===== src/rtl/seg7_serial_drv.sv =====
// ---------------------------------------------------------------------------
// seg7_serial_drv
//
// Serial seven-segment driver. Takes the 32-bit display value (8 hex digits),
// 8 decimal-point bits and 8 blink-enable bits. It decodes every digit to
// active-low segments and applies blink blanking. The resulting 64-bit frame
// is shifted MSB first into an external shift-register display chain. It
// generates its own shift clock and a latch strobe, and it refreshes
// continuously while en is high.
//
// Frame layout: byte i = frame[8i+7:8i] = {dp,g,f,e,d,c,b,a}, active low.
//
// Parameters:
//   CLK_DIV  system-clock cycles per seg_clk half-period (>= 1)
//   BLINK_W  width of the free-running blink counter (phase = MSB)
//
// Ports:
//   clk         system clock, rising edge
//   rst_n       asynchronous active-low reset
//   en          refresh enable, sampled only while idle
//   disp_num    display value, digit i = disp_num[4i+3:4i]
//   point_in    point_in[i]=1 lights the decimal point of digit i
//   le_in       le_in[i]=1 makes digit i blink
//   seg_clk     shift clock to the display chain
//   seg_sout    serial data, MSB first
//   seg_latch   parallel-load strobe, active high
//   seg_clrn    display chain clear, active low
//   busy        high while a frame is loaded, shifted or latched
//   frame_done  one-cycle pulse on the last latch cycle
//
// Optional feature (macro SEG7_RAW_EN):
//   raw_mode    when 1 at LOAD, the frame is taken verbatim from raw_seg
//   raw_seg     64-bit raw segment frame (blink blanking still applies)
// ---------------------------------------------------------------------------
module seg7_serial_drv #(
  parameter int CLK_DIV = 4,
  parameter int BLINK_W = 25
) (
  input  logic        clk,
  input  logic        rst_n,
  input  logic        en,
  input  logic [31:0] disp_num,
  input  logic [7:0]  point_in,
  input  logic [7:0]  le_in,
`ifdef SEG7_RAW_EN
  input  logic        raw_mode,
  input  logic [63:0] raw_seg,
`endif
  output logic        seg_clk,
  output logic        seg_sout,
  output logic        seg_latch,
  output logic        seg_clrn,
  output logic        busy,
  output logic        frame_done
);

  localparam int DIV_W = (CLK_DIV > 1) ? $clog2(CLK_DIV) : 1;
  localparam logic [DIV_W-1:0] DIV_LAST = DIV_W'(CLK_DIV - 1);
  // Count value one before DIV_LAST. It is only used when CLK_DIV >= 2.
  localparam logic [DIV_W-1:0] DIV_PRE  = DIV_W'(CLK_DIV - 2);

  typedef enum logic [1:0] {
    IDLE  = 2'd0,
    LOAD  = 2'd1,
    SHIFT = 2'd2,
    LATCH = 2'd3
  } state_t;

  state_t             state;
  logic [DIV_W-1:0]   div_cnt;
  logic [5:0]         bit_cnt;
  logic [BLINK_W-1:0] blink_cnt;
  logic               blink_phase;
  logic [63:0]        frame;
  logic [63:0]        frame_next;

  // Hex digit to {g,f,e,d,c,b,a}, active low.
  function automatic logic [6:0] hex_to_seg(input logic [3:0] h);
    logic [6:0] s;
    case (h)
      4'h0:    s = 7'h40;
      4'h1:    s = 7'h79;
      4'h2:    s = 7'h24;
      4'h3:    s = 7'h30;
      4'h4:    s = 7'h19;
      4'h5:    s = 7'h12;
      4'h6:    s = 7'h02;
      4'h7:    s = 7'h78;
      4'h8:    s = 7'h00;
      4'h9:    s = 7'h10;
      4'hA:    s = 7'h08;
      4'hB:    s = 7'h03;
      4'hC:    s = 7'h46;
      4'hD:    s = 7'h21;
      4'hE:    s = 7'h06;
      default: s = 7'h0E;
    endcase
    return s;
  endfunction

  // A blanked digit is fully dark, including its decimal point.
  function automatic logic [7:0] blank_byte(input logic [7:0] b, input logic blank);
    return blank ? 8'hFF : b;
  endfunction

  assign blink_phase = blink_cnt[BLINK_W-1];

  // Frame assembled from the live inputs. It is captured only during LOAD.
  always_comb begin
    frame_next = '0;
    for (int i = 0; i < 8; i++) begin
`ifdef SEG7_RAW_EN
      frame_next[8*i +: 8] = blank_byte(
        raw_mode ? raw_seg[8*i +: 8]
                 : {~point_in[i], hex_to_seg(disp_num[4*i +: 4])},
        le_in[i] & blink_phase);
`else
      frame_next[8*i +: 8] = blank_byte(
        {~point_in[i], hex_to_seg(disp_num[4*i +: 4])},
        le_in[i] & blink_phase);
`endif
    end
  end

  // Free-running blink counter. It wraps naturally at 2^BLINK_W.
  always_ff @(posedge clk or negedge rst_n) begin
    if (!rst_n) begin
      blink_cnt <= '0;
    end else begin
      blink_cnt <= blink_cnt + 1'b1;
    end
  end

  // The chain clear is held low only while reset is asserted.
  always_ff @(posedge clk or negedge rst_n) begin
    if (!rst_n) begin
      seg_clrn <= 1'b0;
    end else begin
      seg_clrn <= 1'b1;
    end
  end

  // Frame snapshot. This is data only, so it needs no reset.
  always_ff @(posedge clk) begin
    if (state == LOAD) begin
      frame <= frame_next;
    end
  end

  // Control FSM with registered outputs. Each output is updated on the edge
  // that enters the state in which it must hold, so it lines up with state.
  always_ff @(posedge clk or negedge rst_n) begin
    if (!rst_n) begin
      state      <= IDLE;
      div_cnt    <= '0;
      bit_cnt    <= '0;
      seg_clk    <= 1'b0;
      seg_sout   <= 1'b1;
      seg_latch  <= 1'b0;
      busy       <= 1'b0;
      frame_done <= 1'b0;
    end else begin
      frame_done <= 1'b0;
      case (state)
        IDLE: begin
          if (en) begin
            state <= LOAD;
            busy  <= 1'b1;
          end
        end

        LOAD: begin
          // The frame register is written on this same edge. The first bit
          // therefore comes straight from the assembled frame.
          state    <= SHIFT;
          bit_cnt  <= 6'd63;
          div_cnt  <= '0;
          seg_clk  <= 1'b0;
          seg_sout <= frame_next[63];
        end

        SHIFT: begin
          if (div_cnt != DIV_LAST) begin
            div_cnt <= div_cnt + 1'b1;
          end else begin
            div_cnt <= '0;
            if (!seg_clk) begin
              // Rising edge lands mid-bit while the data is stable.
              seg_clk <= 1'b1;
            end else if (bit_cnt == 6'd0) begin
              state      <= LATCH;
              seg_clk    <= 1'b0;
              seg_sout   <= 1'b1;
              seg_latch  <= 1'b1;
              frame_done <= (CLK_DIV == 1);
            end else begin
              // The next bit is presented as seg_clk falls.
              bit_cnt  <= bit_cnt - 6'd1;
              seg_clk  <= 1'b0;
              seg_sout <= frame[bit_cnt - 6'd1];
            end
          end
        end

        LATCH: begin
          if (div_cnt == DIV_LAST) begin
            state     <= IDLE;
            div_cnt   <= '0;
            seg_latch <= 1'b0;
            busy      <= 1'b0;
          end else begin
            div_cnt    <= div_cnt + 1'b1;
            frame_done <= (div_cnt == DIV_PRE);
          end
        end

        default: begin
          state <= IDLE;
        end
      endcase
    end
  end

endmodule

===== config.mk =====
export PLATFORM = sky130hd
export DESIGN_NAME = seg7_serial_drv
export DESIGN_NICKNAME = d
export VERILOG_FILES = /design/src/rtl/seg7_serial_drv.sv
export SDC_FILE = /design/constraint.sdc
export NUM_CORES = 1
export LEC_CHECK = 0
export CORE_ASPECT_RATIO = 0.75
export CORE_UTILIZATION = 37
export DETAILED_ROUTE_END_ITERATION = 10
export GPL_ROUTABILITY_DRIVEN = 0
export PLACE_DENSITY_LB_ADDON = 0.12
export REMOVE_ABC_BUFFERS = 1
export SLEW_MARGIN = 20
export SYNTH_ARGS = -nofsm -noshare
export SYNTH_HDL_FRONTEND = slang
export SYNTH_SLANG_ARGS = --single-unit

===== constraint.sdc =====
create_clock -name clk -period 8.5 [get_ports clk]
set_input_delay 0.85 -clock clk [delete_from_list [all_inputs] [get_ports clk]]
set_output_delay 0.85 -clock clk [all_outputs]
set_load 0.05 [all_outputs]

==> impl_results.md <==
- Status: complete, no violations
- Cell variety after synth: 58
- Initial antenna violation count: 0
- Clk root buf: clkbuf_16
- Endpoints failing hold: 0
- Multi-input logic area: 0.00339 sq mm
- LEAKAGE: 3.03 nW
- Layout Nets: 741
- Sequential area share after synthesis: 0.448
- Share of cells above drive strength 1: 0.0754
- Ports: 57
- Initial Util: 0.385
- Most area-consuming cells after synthesis: edfxtp_1, dfrtp_1, ha_1
- Met1 Use GR: 0.224
- Most common cell in the synthesized netlist: edfxtp_1
- Vias in the first global route: 4254
- Critical Path End Type: flip-flop
- Fmax: 384 MHz
- Post-synthesis average cell area: 11.4 sq um
- CP top delay family: compound AO/OA/AOI/OAI gates
- Worst Hold Class: flip-flop to flip-flop
- Post-Route WL: 12.7 mm
- Yosys warning total: 0
- GRT met2 Usage: 0.208
- Required @ worst endpoint: 8.77 ns
- DR iter-0 viols: 189
- Critical path, cell by cell: inv_1 -> ha_1 -> xor2_2 -> buf_4 -> mux4_2 -> nor2b_1 -> a2111oi_0 -> o31a_1 -> o2bb2ai_1
- Via Count: 4451
- Peak VDD IR: 85.0 uV
- Core Rows: 41
- Slew @ Worst Pin: 0.820 ns
- Post-DP HPWL: 9.37 mm
- Ys flop type: edfxtp_1
- Critical path's slowest cell: dfrtp_1
- Met3 Use GR: 0.0261
- Setup crit start kind: flip-flop
- H-Tree Depth: 3
- Area of the core: 0.0171 sq mm
- Period minus WS final: 2.60 ns
- Die Width: 156 microns
- Fillers: 1574
- Busiest grt layer: met1
- CTS Sinks: 105
- Crit path kind: flip-flop to flip-flop
- Crit-path max FO: 17
- Area leader, netlist: edfxtp_1
- Die Area: 0.0183 sq mm
- GRT overflow: 0
- Slew margin rel.: 0.453
- Clock buffer depth: 2
- Pins Over Slew Limit: 0
- Pwr/cell area: 139 mW/mm^2
- Post-CTS Setup Inserts: 0
- Worst hold slack: 0.473 ns
- CP peak stage delay: 0.43 ns
- Unrepaired setup endpoints after global routing: no
- Commonest cells in the netlist: edfxtp_1, nand2_1, ha_1
- Number of port buffers: 56
- Layout area overhead: 16.6%
- Drt pass-1 iters: 4
- DR vias/cell: 5.10
- Yosys top cell area share: 0.292
- Wire per inst: 14.5 microns
- Async SR Flop Fraction: 0.390
- Skew final: 0.00703 ns
- Num CTS Buffers: 9
- Global-route wire length before repair: 21.5 mm
- Number of flops mapped to enable cells by yosys: 64
- Synth Register Bits: 105
- Final setup fails: 0
- Period Utilization, post-route: 0.306
- Drc violations: 0
- Post-Syn Area: 0.00658 sq mm
- Largest net degree at the start of global routing: 67
- Sequential cell area: 0.00295 sq mm
- Hold_buf cts: 0
- CP Buf/Inv Count: 2
- Setup TNS: 0 ns
- Clock transition at path regs: 0.07 ns
- GRT Overall Usage: 0.146
- Ant diodes: 0
- ANT nets after route: 0
- DIE HEIGHT: 117 microns
- Cells after Synth: 579
- Post-cts resize count: 0
- # Max-Cap Violations: 0
- Later-pin clock latency in the skew report: 0.34 ns
- Crit path DAT: 2.87 ns
- TritonCTS clock tree: done
[layer usage]
metal	up-vias	wire length, microns
met5	-	0
met4	0	140
met3	10	447
met2	74	5330
met1	2123	6780
li1	2244	-
[cell families after synthesis]
kind of cell	after synthesis	share of synthesized area
AO/OA/AOI/OAI	113	0.127
XOR/XNOR	27	0.0371
adder cells (fa/ha/maj)	58	0.110
buffers and inverters	59	0.0361
flip-flops	105	0.448
multiplexers	45	0.111
other	1	0.000570
AND/OR/NAND/NOR	171	0.130
[power by group]
group          internal [mW]  leakage (nW)  total, mW  switching (mW)
registers              0.545          1.08      0.545       0.0000627
clock network          0.229         0.149      0.407           0.178
logic                 0.0569          1.80      0.116          0.0592
total                  0.831          3.03       1.07           0.238
[stage by stage]
stage	utilization	area, sq um	total power [mW]	cells	setup WS [ns]
after CTS	0.449	7670	1.08	873	5.88
after detailed placement	0.432	7370	0.672	857	5.74
after global routing	0.449	7670	1.11	873	5.66
after floorplan	-	6500	0.616	562	5.23
after global placement	0.432	7370	0.671	857	5.77
final	0.449	7670	1.07	873	5.90
[flip-flops by register name, summed over array words and instances (netlist names), 2 cells and up]
register,count
frame,64
blink_cnt,25
bit_cnt,6
div_cnt,2
state,2
[worst paths after layout]
kind	startpoint	to	slack, ns	cells past startpoint
worst max-delay path	bit_cnt[1]	seg_sout	5.90	9
worst min-delay path	blink_cnt[20]	blink_cnt[20]	0.47	1
worst max register to register	bit_cnt[1]	seg_sout	5.90	9
worst min register to register	blink_cnt[20]	blink_cnt[20]	0.47	1
max in group asynchronous	rst_n	seg_sout	7.64	1
min in group asynchronous	rst_n	seg_clrn	0.49	1
[cells in the final DEF, fill, tap and decap left out, drive strengths merged, types with 2 or more instances in the layout]
cell           Yosys  layout
edfxtp            64      64
nand2             60      60
ha                58      58
clkdlybuf4s50      0      55
inv               42      44
dfrtp             40      40
o211ai            33      33
nand3             23      23
nand2b            23      23
mux4              22      22
mux2i             20      20
o311ai            19      19
nor2              18      18
o21ai             16      16
xnor2             15      15
clkbuf            10      13
xor2              12      12
a21o              11      11
a21oi             11      11
nor3              10      10
nor2b              7       7
and2               6       6
a21boi             6       6
nand4              5       5
and3               5       5
and4               4       4
or3                4       4
o31ai              4       4
buf                7       4
mux2               3       3
a2111oi            3       3
nor4               2       2
o31a               2       2
[area by class of cell]
cell class	instances	share of cell area
Multi-Input combinational cell	415	0.442
Sequential cell	105	0.385
Timing Repair Buffer	59	0.0757
Tap cell	236	0.0385
Clock buffer	13	0.0359
Inverter	42	0.0206
Clock inverter	3	0.00261
[worst register-to-register path, cell delays in order (launching register included)]
cell       delay [ns]
dfrtp_1          0.43
inv_1            0.10
ha_1             0.25
xor2_2           0.25
buf_4            0.33
mux4_2           0.38
nor2b_1          0.15
a2111oi_0        0.40
o31a_1           0.18
o2bb2ai_1        0.07
Power figures use the tool's default switching activity.
